<file path="config.mk">
export PLATFORM = sky130hd
export DESIGN_NAME = mul_arbiter
export DESIGN_NICKNAME = d
export VERILOG_FILES = /design/src/rtl/mul_arbiter.sv
export SDC_FILE = /design/constraint.sdc
export NUM_CORES = 1
export LEC_CHECK = 0
export BUFFER_PORTS_ARGS = -buffer_cell sky130_fd_sc_hd__buf_2
export CORE_AREA = 2 2 257 259
export CTS_CLUSTER_DIAMETER = 200
export CTS_CLUSTER_SIZE = 20
export DETAILED_ROUTE_END_ITERATION = 10
export DIE_AREA = 0 0 259 261
export PLACE_DENSITY_LB_ADDON = 0.1
export SYNTH_ARGS = -nofsm -noshare
export SYNTH_HDL_FRONTEND = slang
export SYNTH_SLANG_ARGS = --single-unit
</file>
<file path="constraint.sdc">
create_clock -name clk_i -period 2.29 [get_ports clk_i]
set_input_delay 0.1145 -clock clk_i [delete_from_list [all_inputs] [get_ports clk_i]]
set_output_delay 0.1145 -clock clk_i [all_outputs]
set_load 0.05 [all_outputs]
</file>
<file path="src/rtl/mul_arbiter.sv">
// Round-robin arbiter sharing one start/done serial multiplier among NUM_REQ requesters.
// Define MUL_TIMEOUT_EN to build the WAIT-state watchdog that drives err_o; otherwise err_o is tied low.
module mul_arbiter #(
  parameter int unsigned OP_BITWIDTH    = 82,
  parameter int unsigned NUM_REQ        = 2,
  parameter int unsigned TIMEOUT_CYCLES = 4096
) (
  input  logic                           clk_i,
  input  logic                           rstn_i,
  input  logic [NUM_REQ-1:0]             req_i,
  input  logic [NUM_REQ*OP_BITWIDTH-1:0] a_i,
  input  logic [NUM_REQ*OP_BITWIDTH-1:0] b_i,
  output logic [NUM_REQ-1:0]             grant_o,
  output logic [NUM_REQ-1:0]             done_o,
  output logic [OP_BITWIDTH-1:0]         result_o,
  output logic                           busy_o,
  output logic                           ovf_o,
  output logic                           err_o,
  output logic                           mul_start_strb_o,
  output logic [OP_BITWIDTH-1:0]         mul_a_o,
  output logic [OP_BITWIDTH-1:0]         mul_b_o,
  input  logic                           mul_done_strb_i,
  input  logic [OP_BITWIDTH-1:0]         mul_out_i
);

  localparam int unsigned IW = (NUM_REQ > 1) ? $clog2(NUM_REQ) : 1;

  typedef enum logic [1:0] {
    IDLE,
    START,
    WAIT,
    DONE
  } state_e;

  state_e                 state_q;
  logic [NUM_REQ-1:0]     pend_q;
  logic [IW-1:0]          last_q;
  logic [IW-1:0]          gidx_q;

  logic                   sel_vld;
  logic [IW-1:0]          sel_idx;
  logic [NUM_REQ-1:0]     sel_oh;
  logic [OP_BITWIDTH-1:0] sel_a;
  logic [OP_BITWIDTH-1:0] sel_b;
  logic [NUM_REQ-1:0]     pend_clr;
  int unsigned            scan_idx;

`ifdef MUL_TIMEOUT_EN
  localparam int unsigned CW = $clog2(TIMEOUT_CYCLES + 1);
  logic [CW-1:0] tmo_q;
`else
  logic unused_tmo;
  assign unused_tmo = |TIMEOUT_CYCLES;
  assign err_o      = 1'b0;
`endif

  // Scan last_q+1, last_q+2, ... (mod NUM_REQ); the first pending index wins.
  always_comb begin
    sel_vld  = 1'b0;
    sel_idx  = '0;
    sel_oh   = '0;
    sel_a    = '0;
    sel_b    = '0;
    scan_idx = '0;
    for (int unsigned i = 1; i <= NUM_REQ; i++) begin
      scan_idx = (32'(last_q) + i) % NUM_REQ;
      for (int unsigned k = 0; k < NUM_REQ; k++) begin
        if (!sel_vld && (k == scan_idx) && pend_q[k]) begin
          sel_vld   = 1'b1;
          sel_idx   = IW'(k);
          sel_oh[k] = 1'b1;
          sel_a     = a_i[k*OP_BITWIDTH +: OP_BITWIDTH];
          sel_b     = b_i[k*OP_BITWIDTH +: OP_BITWIDTH];
        end
      end
    end
  end

  assign pend_clr = (state_q == IDLE) ? sel_oh : '0;

  always_ff @(posedge clk_i or negedge rstn_i) begin
    if (!rstn_i) begin
      state_q          <= IDLE;
      pend_q           <= '0;
      last_q           <= IW'(NUM_REQ - 1);
      gidx_q           <= '0;
      grant_o          <= '0;
      done_o           <= '0;
      result_o         <= '0;
      busy_o           <= 1'b0;
      ovf_o            <= 1'b0;
      mul_start_strb_o <= 1'b0;
      mul_a_o          <= '0;
      mul_b_o          <= '0;
`ifdef MUL_TIMEOUT_EN
      err_o            <= 1'b0;
      tmo_q            <= '0;
`endif
    end else begin
      // A request in its own grant cycle re-queues: the set term is ORed after the clear.
      pend_q <= (pend_q & ~pend_clr) | req_i;
      if (|(req_i & pend_q)) begin
        ovf_o <= 1'b1;
      end
      done_o           <= '0;
      mul_start_strb_o <= 1'b0;
`ifdef MUL_TIMEOUT_EN
      err_o            <= 1'b0;
`endif
      case (state_q)
        IDLE: begin
          if (sel_vld) begin
            gidx_q           <= sel_idx;
            grant_o          <= sel_oh;
            mul_a_o          <= sel_a;
            mul_b_o          <= sel_b;
            mul_start_strb_o <= 1'b1;
            busy_o           <= 1'b1;
            state_q          <= START;
          end
        end
        START: begin
`ifdef MUL_TIMEOUT_EN
          tmo_q   <= '0;
`endif
          state_q <= WAIT;
        end
        WAIT: begin
          if (mul_done_strb_i) begin
            result_o <= mul_out_i;
            done_o   <= grant_o;
            state_q  <= DONE;
`ifdef MUL_TIMEOUT_EN
          end else if (tmo_q == CW'(TIMEOUT_CYCLES - 1)) begin
            result_o <= '0;
            done_o   <= grant_o;
            err_o    <= 1'b1;
            state_q  <= DONE;
          end else begin
            tmo_q <= tmo_q + 1'b1;
`endif
          end
        end
        DONE: begin
          last_q  <= gidx_q;
          grant_o <= '0;
          busy_o  <= 1'b0;
          state_q <= IDLE;
        end
        default: state_q <= IDLE;
      endcase
    end
  end

endmodule

</file>
* After elaboration in Yosys (flattened, before gate mapping) *
Index checks and enable logic that the tools add are counted.

word-level totals
  bits in registers = 259
  output and inout port bits = 254
  bits of input ports = 415

cells by class
  bitwise logic cells = 4
  reduce and logical (&&, ||, !) cells = 19
  $add $sub $neg = 2
  mux-type cells = 29
  equal/unequal tests = 5

operator list
  cell                                                 count
  2-to-1 mux 82 bit                                    8
  logical NOT 32 bit                                   2
  2-to-1 mux 1 bit                                     12
  2-to-1 mux 2 bit                                     6
  one-hot mux 2 bit (4 select lines)                   1
  AND reduction 2 bit                                  4
  logical AND 1 bit                                    7
  AND 2 bit                                            2
  equality test 2 bit, second input constant           2
  != test 2 bit, second input constant                 2
  one-hot mux 2 bit (2 select lines)                   1
  logical NOT 1 bit                                    3
  adder 1 bit, second input constant                   2
  equality test 2 x 1 -> 1 bit, second input constant  1
  logical NOT 2 bit                                    1
  NOT 2 bit                                            1
  bitwise OR 2 bit                                     1
  one-hot mux 1 bit (2 select lines)                   1
  nonzero test 2 bit                                   1
  OR reduction 2 bit                                   1

* Depth between registers and ports, before layout *
Gate-level depths: netlist (run 1).

  depth in word-level cells = 20
  mapped depth = 8
  mapped depth without buffers = 6

* Least setup slack after synthesis (run 1) *
OpenSTA, ideal clock, no wires.

  path type = reg2reg
  start point = register state_q[0]
  end point = register mul_a_o[33]
  slack = 571 ps
  stages on the path, launching flop included = 9
  setup time = 126 ps
  arrival = 1593 ps
  cells stage by stage = dfrtp_1 -> inv_1 -> ha_1 -> buf_2 -> o21ai_1 -> buf_1 -> clkbuf_1 -> and2_1 -> a221o_1

on the way
  word-level cells in the longest chain between the ends = 2

RTL lines
  item                           RTL line  source
  start, declared                35        state_e state_q;
  start signal, assigned         83        state_q <= IDLE;
  start signal, assigned         119       state_q <= START;
  start signal, assigned         126       state_q <= WAIT;
  logical NOT 2 bit              110       case (state_q)
  AND reduction 2 bit (no line)  --
  end signal, assigned           115       mul_a_o <= sel_a;
  end, declared                  20        output logic [OP_BITWIDTH-1:0] mul_a_o,

Every way passes these cells.
A chain may end at the register's enable or synchronous reset.

* Final worst setup path (run 1) *
  start point = register state_q[0]
  end point = register mul_b_o[53]

on the way
  word-level cells in the longest chain between the ends = 2

RTL lines
  item                           RTL line  source
  logical NOT 2 bit              110
  AND reduction 2 bit (no line)  --
  end signal, assigned           116       mul_b_o <= sel_b;
  end, declared                  21        output logic [OP_BITWIDTH-1:0] mul_b_o,

Every way passes these cells.

==> impl_metrics.ini, run 1 <==
[yosys]
netlist_instances = 773
synth_compound_area_share_pct = 16.1
yosys.area_share.xor_xnor_pct = 0
synth.avg_cell_area_um2 = 13.7
ys_warn_count = 0
mapped_cell_area_mm2 = 0.0106
synth.largest_area_cell = sky130_fd_sc_hd__dfrtp_1
share_of_the_synthesized_area_in_the_top_cell_type_pct = 60.8
asyncSetResetFlopFracSynth_pct = 100
synth_adder_area_share_pct = 0.471
number_of_flops_mapped_to_enable_cells_by_yosys = 0
synth-seq-cells = 259
synth_cell_types = 25
synth_nets = 1192
combinational_family_with_the_most_area_after_synthesis = compound AO/OA/AOI/OAI gates
synth_sequential_area_ratio_pct = 61.0
synth_simple_gate_area_share_pct = 10.5
synth_mux_area_share_pct = 8.90
post_synth_top_flop = sky130_fd_sc_hd__dfrtp_1
synth.area.top_cells = sky130_fd_sc_hd__dfrtp_1, sky130_fd_sc_hd__a221o_1, sky130_fd_sc_hd__and2_1

[clock_tree]
htree_num_levels = 1
cts-buffers-inserted = 16
ctsResizeCount = 0
path_clk_slew_ns = 0.09
clock_path_buffers = 3
clock_sinks = 259
clock-root-buffer = sky130_fd_sc_hd__clkbuf_16
clock_latency_of_the_later_clocked_register_in_the_worst_skew_pair_ns = 0.53
cts_tree = built

[timing]
timing.final.hold_violations = 0
rsz0062_at_grt = false
tightest_slew_ns = 0.546
post-route-worst-setup-slack_ns = 0.251
min_period_ns = 2.04
timing.clock.skew_ns = 0.0131
timing_max_transition_violations_final = 0
worst_rel_slew_slack_pct = 63.6
fmaxAchievable_mhz = 490
setup_viol = 0
fraction_of_the_cycle_the_final_worst_path_needs_pct = 89.0
timing.setup.tns_ns = 0

[worst_setup_path]
max_stage_delay_ns = 0.41
cp.arrival_ns = 2.45
critPathLaunchType = flip-flop
cp_slowest_cell = sky130_fd_sc_hd__dfrtp_1
cpLargestDelayFamily = flip-flops
critical_path.cell_chain = inv_1 -> ha_1 -> o21ai_4 -> buf_12 -> and2_1 -> a221o_1
end_kind = flip-flop
timing.critical_path.buf_inv = 2
worst_ep_required_time_ns = 2.70
worst-path-max-fanout = 117
timing.setup.critical_path_class = reg -> reg

[routing]
routed_wl_um = 48000
num_vias = 10754
ant_nets = 0
routed_via_density = 3.98
first_pass_iters = 7
route.detailed.drc = 0
detail_route.iter0.violations = 425
route.detailed.wl_per_inst_um = 17.8

[power]
net-switching-power_uw = 15300
cell_internal_pwr_uw = 14100
power.ir.vdd_worst_v = 0.000709
pwr-share-clk_pct = 10.4
power.static_leakage_uw = 0.00951
seq_power_share_pct = 26.9
sw_frac_of_total_pct = 52.0
power-per-cell-area_mw_per_mm2 = 1490
p_comb_share_pct = 62.6

[global_routing]
wire_length_of_the_first_global_routing_pass_um = 70100
grt_antenna_before_repair = 4
globalRoute.totalOverflow = 0
groute.usage.overall_pct = 13.3
grt_max_degree = 118
grt_pass1_vias = 11713

[die]
die_x_um = 259
initial_standard_cell_utilization_of_the_core_pct = 16.3
die-height_um = 261
standard_cell_rows = 94
total_die_area_mm2 = 0.0676
io_pins = 669
coreArea_mm2 = 0.0650

[layout]
area_growth_pct = 86.3
most_frequent_standard_cell_in_the_layout_excluding_fill_and_tap_cells = sky130_fd_sc_hd__buf_2
final_nets = 2258
n_fill_cell = 6756
mostFrequentLayoutCells = sky130_fd_sc_hd__buf_2, sky130_fd_sc_hd__dlygate4sd3_1, sky130_fd_sc_hd__dfrtp_1
drive_above_1_share_pct = 43.7

[placement]
dp_hpwl_um = 33700
gp_routability_congestion = 0.786
dpl_worst_slack_ns = 0.315
io_buffers = 667

[job]
max_cap_viol_count = 0

[outcome]
status = completed

[worst_hold_path]
worstHoldPathType = in -> async
==> state kept, by name (all words and copies together) (netlist names) <==
signal,cells
result_o,82
mul_start_strb_o,1
gidx_q,1
mul_a_o,82
grant_o,2
ovf_o,1
last_q,1
busy_o,1
state_q,2
mul_b_o,82
pend_q,2
done_o,2
==> power by group through the flow <==
stage	logic, uW	registers (uW)	clock network, uW
2_1_floorplan	5310	15500	0
3_3_place_gp	17900	8030	0
3_5_place_dp	18000	7960	0
4_1_cts	18600	7910	3290
5_1_grt	19400	8200	3430
6_report	18400	7920	3070
==> per-stage QoR <==
step / util, % / total power, uW / instances / hold slack, ns / cell area, um2
floorplan: - / 20800 / 773 / -0.181 / 10600
global placement: 23.4 / 25900 / 2271 / 0.0754 / 15200
detailed placement: 23.4 / 26000 / 2271 / 0.0706 / 15200
CTS: 30.4 / 29800 / 2703 / 0.0768 / 19800
global route: 30.4 / 31000 / 2704 / 0.114 / 19800
finish: 30.4 / 29400 / 2704 / 0.0839 / 19800
==> worst reg2reg max path, delay by kind of cell, from the launching register on <==
kind,cells,cell delay (ns)
flip-flops,1,0.41
AO/OA/AOI/OAI,2,0.41
buffers and inverters,2,0.36
adder cells (fa/ha/maj),1,0.38
AND/OR/NAND/NOR,1,0.38
==> kinds of logic (layout without fill, tap and decap cells) <==
logic type,Yosys count,after routing
flip-flops,259,259
AND/OR/NAND/NOR,182,182
AO/OA/AOI/OAI,175,175
multiplexers,84,84
buffers and inverters,68,1134
adder cells (fa/ha/maj),4,4
other,1,2
==> worst paths after layout <==
check / end / slack, ns / startpoint / depth (start not counted)
max in group asynchronous: result_o[3] / 1.46 / rstn_i / 3
min reg2reg: gidx_q / 0.49 / gidx_q / 2
max reg2reg: mul_b_o[53] / 0.25 / state_q[0] / 6
max: mul_b_o[53] / 0.25 / state_q[0] / 6
min: mul_b_o[12] / 0.08 / rstn_i / 2
min in group clk_i: mul_a_o[69] / 0.34 / a_i[69] / 3
==> per-layer routing <==
layer	share of wire, %	up-vias	global-route usage, %
li1	-	5013	-
met4	2.5	2	3.40
met5	0.023	-	0
met1	39	5301	15.5
met3	5.6	53	2.56
met2	53	385	24.8
==> cells in the mapped netlist (2+ instances only) <==
| library cell | instances |
|---|---|
| sky130_fd_sc_hd__buf_2 | 44 |
| sky130_fd_sc_hd__nand2_1 | 8 |
| sky130_fd_sc_hd__clkbuf_1 | 18 |
| sky130_fd_sc_hd__and2_1 | 164 |
| sky130_fd_sc_hd__ha_1 | 4 |
| sky130_fd_sc_hd__a21o_1 | 2 |
| sky130_fd_sc_hd__inv_1 | 4 |
| sky130_fd_sc_hd__and3_1 | 4 |
| sky130_fd_sc_hd__dfrtp_1 | 258 |
| sky130_fd_sc_hd__a221o_1 | 165 |
| sky130_fd_sc_hd__a31oi_1 | 2 |
| sky130_fd_sc_hd__o21ai_0 | 3 |
| sky130_fd_sc_hd__nor2b_1 | 2 |
| sky130_fd_sc_hd__mux2_2 | 84 |
==> area by class of cell <==
cell class	instances	area [um2]	area share, %
clock buffers	18	429	2.17
repair buffers	1112	7930	40.0
flip-flops and latches	259	6480	32.7
inverters	4	15.0	0.0759
diodes	1	2.50	0.0126
well taps	864	1080	5.46
multi-input cells	446	3860	19.5
==> repair_timing <==
item,4_1_cts,5_1_grt
hold buffers,414,0
endpoints found under the hold margin,509,0
setup endpoints to repair,0,0
setup buffers,0,0
No activity file was read; power rests on OpenSTA's default activity.
==> run 2, diff against run 1 <==
--- a/config.mk
+++ b/config.mk
@@ -6,11 +6,11 @@
 export NUM_CORES = 1
 export LEC_CHECK = 0
 export BUFFER_PORTS_ARGS = -buffer_cell sky130_fd_sc_hd__buf_2
-export CORE_AREA = 2 2 257 259
+export CORE_AREA = 2 2 263 265
 export CTS_CLUSTER_DIAMETER = 200
 export CTS_CLUSTER_SIZE = 20
 export DETAILED_ROUTE_END_ITERATION = 10
-export DIE_AREA = 0 0 259 261
+export DIE_AREA = 0 0 265 267
 export PLACE_DENSITY_LB_ADDON = 0.1
 export SYNTH_ARGS = -nofsm -noshare
 export SYNTH_HDL_FRONTEND = slang
==> run 2 against run 1 <==
- sequential power increased by 0.5%
- final area decreased by 0.30%
- clock-buffer cell count increased by 4
- largest power group unchanged
- global-route usage increased by 0.41 points
- register-to-register slack about the same
- cell count increased by 0.52%
- core utilization decreased by 1.4 points
- highest routed layer is now met4
- largest cell class unchanged
- critical path type unchanged
- worst hold slack improved by 0.020 ns
- critical path depth unchanged
- die area increased by 4.7%
==> impl_metrics.ini, run 2 (synthesized netlist as in run 1, its figures left out) <==
[clock_tree]
clock_latency_of_the_later_clocked_register_in_the_worst_skew_pair_ns = 0.53
cts_tree = built
path_clk_slew_ns = 0.09
clock_path_buffers = 3
cts-buffers-inserted = 16
htree_num_levels = 1
ctsResizeCount = 0
postCtsHoldBufs = 414
clock_sinks = 259
post-cts-setup-buffer-count = 0
clock-root-buffer = sky130_fd_sc_hd__clkbuf_16

[global_routing]
grt_pass1_vias = 11757
globalRoute.totalOverflow = 0
grt_max_degree = 104
wire_length_of_the_first_global_routing_pass_um = 74800
global_route.usage.met2_pct = 25.1
groute.usage.overall_pct = 13.7
grt.busiest_layer = met2
grt_antenna_before_repair = 1
grt_util_met1_pct = 16.6
grt_util_met3_pct = 2.60

[layout]
most_frequent_standard_cell_in_the_layout_excluding_fill_and_tap_cells = sky130_fd_sc_hd__buf_2
n_fill_cell = 7177
drive_above_1_share_pct = 43.4
area_growth_pct = 85.7
final_nets = 2250
mostFrequentLayoutCells = sky130_fd_sc_hd__buf_2, sky130_fd_sc_hd__dlygate4sd3_1, sky130_fd_sc_hd__dfrtp_1
reg_top3 = mul_a_o x82, mul_b_o x82, result_o x82

[worst_setup_path]
worst_ep_required_time_ns = 2.69
end_kind = flip-flop
cp.arrival_ns = 2.46
worst-path-max-fanout = 103
critPathLaunchType = flip-flop
timing.setup.critical_path_class = reg -> reg

[placement]
dp_hpwl_um = 36500
gp_routability_congestion = 0.800
io_buffers = 667

[routing]
detail_route.iter0.violations = 430
route.detailed.wl_per_inst_um = 18.6
ant_nets = 0
routed_via_density = 3.97
first_pass_iters = 5
routed_wl_um = 50600
route.detailed.drc = 0
num_vias = 10780

[timing]
timing.clock.skew_ns = 0.0163
timing.setup.tns_ns = 0
tightest_slew_ns = 0.532
fmaxAchievable_mhz = 487
timing_max_transition_violations_final = 0
min_period_ns = 2.05
hold-worst-slack_ns = 0.104
timing.final.hold_violations = 0
setup_viol = 0
fraction_of_the_cycle_the_final_worst_path_needs_pct = 89.6
worst_rel_slew_slack_pct = 64.5
rsz0062_at_grt = false

[die]
standard_cell_rows = 96
total_die_area_mm2 = 0.0708
coreArea_mm2 = 0.0680
io_pins = 669
die-height_um = 267
die_x_um = 265
initial_standard_cell_utilization_of_the_core_pct = 15.6

[power]
power.ir.vdd_worst_v = 0.000792
power-per-cell-area_mw_per_mm2 = 1490
power.static_leakage_uw = 0.00946
power.total_uw = 29400

[worst_hold_path]
worstHoldPathType = in -> async

[job]
max_cap_viol_count = 0

[outcome]
status = completed
-- run 2: path summary, 6_finish.rpt --
kind | endpoint | start | cells after the start | slack [ns]
worst max register to register | mul_a_o[15] | state_q[0] | 6 | 0.24
worst min-delay path | result_o[16] | rstn_i | 2 | 0.10
worst max-delay path | mul_a_o[15] | state_q[0] | 6 | 0.24
worst min register to register | gidx_q | gidx_q | 2 | 0.49
max in group asynchronous | mul_b_o[47] | rstn_i | 3 | 1.37
min in group clk_i | mul_a_o[57] | a_i[57] | 3 | 0.35
-- run 2: cell type report --
type	count	area (um2)	share of cell area, %
Sequential cell	259	6480	32.8
Tap cell	882	1100	5.59
Antenna cell	1	2.50	0.0127
Multi-Input combinational cell	446	3860	19.6
Timing Repair Buffer	1104	7830	39.7
Inverter	4	15.0	0.0761
Clock buffer	22	444	2.25
-- run 2: where the power goes --
group	internal [uW]	total, uW	switching (uW)
logic	5800	18300	12500
clock network	1360	3110	1750
registers	6870	7960	1100
total	14000	29400	15400
-- run 2: metrics by stage --
| step | setup WS (ns) | std cells | util, % | area [um2] |
|---|---|---|---|---|
| 2_1_floorplan | 0.571 | 773 | - | 10600 |
| 3_3_place_gp | 0.348 | 2281 | 22.3 | 15100 |
| 3_5_place_dp | 0.350 | 2281 | 22.3 | 15100 |
| 4_1_cts | 0.328 | 2717 | 29.0 | 19700 |
| 5_1_grt | 0.162 | 2718 | 29.0 | 19700 |
| 6_report | 0.239 | 2718 | 29.0 | 19700 |
-- run 2: critical path, stage by stage, from the launching register on --
cell and delay [ns]:
sky130_fd_sc_hd__dfrtp_1 0.41, sky130_fd_sc_hd__inv_1 0.11, sky130_fd_sc_hd__ha_1 0.37, sky130_fd_sc_hd__o21ai_4 0.13, sky130_fd_sc_hd__buf_12 0.20, sky130_fd_sc_hd__and2_1 0.28, sky130_fd_sc_hd__a221o_1 0.26
-- run 2: metal layers --
layer	routed length [um]	part of all wire (%)
met1	20400	40
met2	26600	53
met3	2820	5.6
met4	825	1.6
met5	0	0
==> run 3, diff against run 2 <==
--- a/config.mk
+++ b/config.mk
@@ -12,6 +12,7 @@
 export DETAILED_ROUTE_END_ITERATION = 10
 export DIE_AREA = 0 0 265 267
 export PLACE_DENSITY_LB_ADDON = 0.1
+export SLEW_MARGIN = 15
 export SYNTH_ARGS = -nofsm -noshare
 export SYNTH_HDL_FRONTEND = slang
 export SYNTH_SLANG_ARGS = --single-unit
==> constraint.sdc (replaced) <==
create_clock -name clk_i -period 2.3 [get_ports clk_i]
set_input_delay 0.115 -clock clk_i [delete_from_list [all_inputs] [get_ports clk_i]]
set_output_delay 0.115 -clock clk_i [all_outputs]
set_load 0.05 [all_outputs]
==> run 3 against run 2 <==
- clock power hardly changed
- fmax is 2.7% higher
- total power is 0.49% lower
- combinational power hardly changed
- critical path depth stayed put
- via count is 0.57% lower
- first-iteration DRC count is 24% higher
- routed wire length is 0.62% lower
==> impl_metrics.ini, run 3 (synthesized netlist as in run 1, its figures left out) <==
[outcome]
status = completed

[layout]
postLayoutCoreUtil_pct = 29.1
reg_top3 = mul_a_o x82, mul_b_o x82, result_o x82
area_growth_pct = 85.9
finish.instance_area_mm2 = 0.0198
final_nets = 2250
mostFrequentLayoutCells = sky130_fd_sc_hd__buf_2, sky130_fd_sc_hd__dlygate4sd3_1, sky130_fd_sc_hd__dfrtp_1
drive_above_1_share_pct = 43.4
most_frequent_standard_cell_in_the_layout_excluding_fill_and_tap_cells = sky130_fd_sc_hd__buf_2

[timing]
min_period_ns = 2.00
timing_max_transition_violations_final = 0
rsz0062_at_grt = false
timing.final.hold_violations = 0
setup_viol = 0
fmaxAchievable_mhz = 501
timing.setup.tns_ns = 0
fraction_of_the_cycle_the_final_worst_path_needs_pct = 86.9
timing.clock.skew_ns = 0.0264

[routing]
route.detailed.wl_per_inst_um = 18.5
routed_via_density = 3.94
ant_nets = 0
num_vias = 10719
first_pass_iters = 4
detail_route.iter0.violations = 532
routed_wl_um = 50300
route.detailed.drc = 0

[clock_tree]
clock_sinks = 259
clock_path_buffers = 3
clock_latency_of_the_later_clocked_register_in_the_worst_skew_pair_ns = 0.55
ctsResizeCount = 0
htree_num_levels = 1
cts_tree = built
clock-root-buffer = sky130_fd_sc_hd__clkbuf_16
cts-buffers-inserted = 16
path_clk_slew_ns = 0.09

[worst_setup_path]
timing.setup.critical_path_class = reg -> reg
worst_ep_required_time_ns = 2.72
crit_start = state_q[0]
r2r_end = mul_a_o[6]
worst-path-max-fanout = 103
cp.arrival_ns = 2.42
end_kind = flip-flop
critPathLaunchType = flip-flop
worst_r2r_setup_slack_ns = 0.30
crit-reg2reg-launch = state_q[0]
r2r.worst_path.cells = 6

[die]
io_pins = 669
initial_standard_cell_utilization_of_the_core_pct = 15.6
die-height_um = 267
coreArea_mm2 = 0.0680
standard_cell_rows = 96
die_x_um = 265
total_die_area_mm2 = 0.0708

[global_routing]
grt_max_degree = 104
groute.usage.overall_pct = 13.6
grt_antenna_before_repair = 3
wire_length_of_the_first_global_routing_pass_um = 74100
grt_pass1_vias = 11670
globalRoute.totalOverflow = 0

[power]
power.static_leakage_uw = 0.00947
power.ir.vdd_worst_v = 0.000753
power-per-cell-area_mw_per_mm2 = 1480
power.total_uw = 29300

[worst_hold_path]
worstHoldPathType = in -> async

[placement]
postPlaceCellArea_mm2 = 0.0152
dp_hpwl_um = 36000
gp_routability_congestion = 0.784
io_buffers = 667

[job]
max_cap_viol_count = 0
run 3: cell types whose count changed in the layout (fill, tap and decap cells not counted), sizes merged:
cell,previous run,this run
diode,1,3
run 3: layer usage:
layer	share of wire, %	wire (um)	vias up	track usage [%]
met3	5.4	2710	52	2.74
met4	2.8	1420	0	3.83
met1	40	20000	5310	16.3
li1	-	-	4998	-
met2	52	26100	359	24.7
met5	0	0	-	0
run 3: power breakdown:
part	switching (uW)	internal, uW
clock	1750	1360
sequential	1080	6840
combinational	12500	5770
run 3: repair_timing:
action / in CTS / in global routing
buffers inserted: 0 / 0
setup endpoints to repair: 0 / 0
hold buffers: 414 / 0
hold endpoints to repair: 509 / 0
run 3: how the worst max path moves through the flow:
stage | slack [ns] | cells past startpoint | endpoint
2_1_floorplan | 0.58 | 8 | mul_a_o[33]
3_3_place_gp | 0.36 | 5 | mul_a_o[80]
3_5_place_dp | 0.33 | 6 | mul_a_o[13]
4_1_cts | 0.31 | 6 | mul_a_o[9]
5_1_grt | 0.16 | 5 | mul_a_o[39]
6_report | 0.30 | 6 | mul_a_o[6]
run 3: critical path: stages, from the launching register on:
cell and delay, ns:
sky130_fd_sc_hd__dfrtp_1 0.41, sky130_fd_sc_hd__inv_1 0.12, sky130_fd_sc_hd__ha_1 0.40, sky130_fd_sc_hd__o21ai_4 0.14, sky130_fd_sc_hd__buf_12 0.24, sky130_fd_sc_hd__and2_1 0.24, sky130_fd_sc_hd__a221o_1 0.27
run 3: layout make-up:
cell class	count	area (um2)
well taps	882	1100
flip-flops and latches	259	6480
diodes	3	7.51
inverters	4	15.0
repair buffers	1104	7840
fillers	7146	48200
clock buffers	22	444
multi-input cells	446	3860
run 3: through the flow:
stage,cells,hold slack (ns),setup slack [ns]
floorplan,773,-0.181,0.581
global placement,2281,0.0818,0.357
detailed placement,2281,0.0796,0.327
CTS,2717,0.0791,0.309
global route,2720,0.0757,0.164
finish,2720,0.0618,0.302
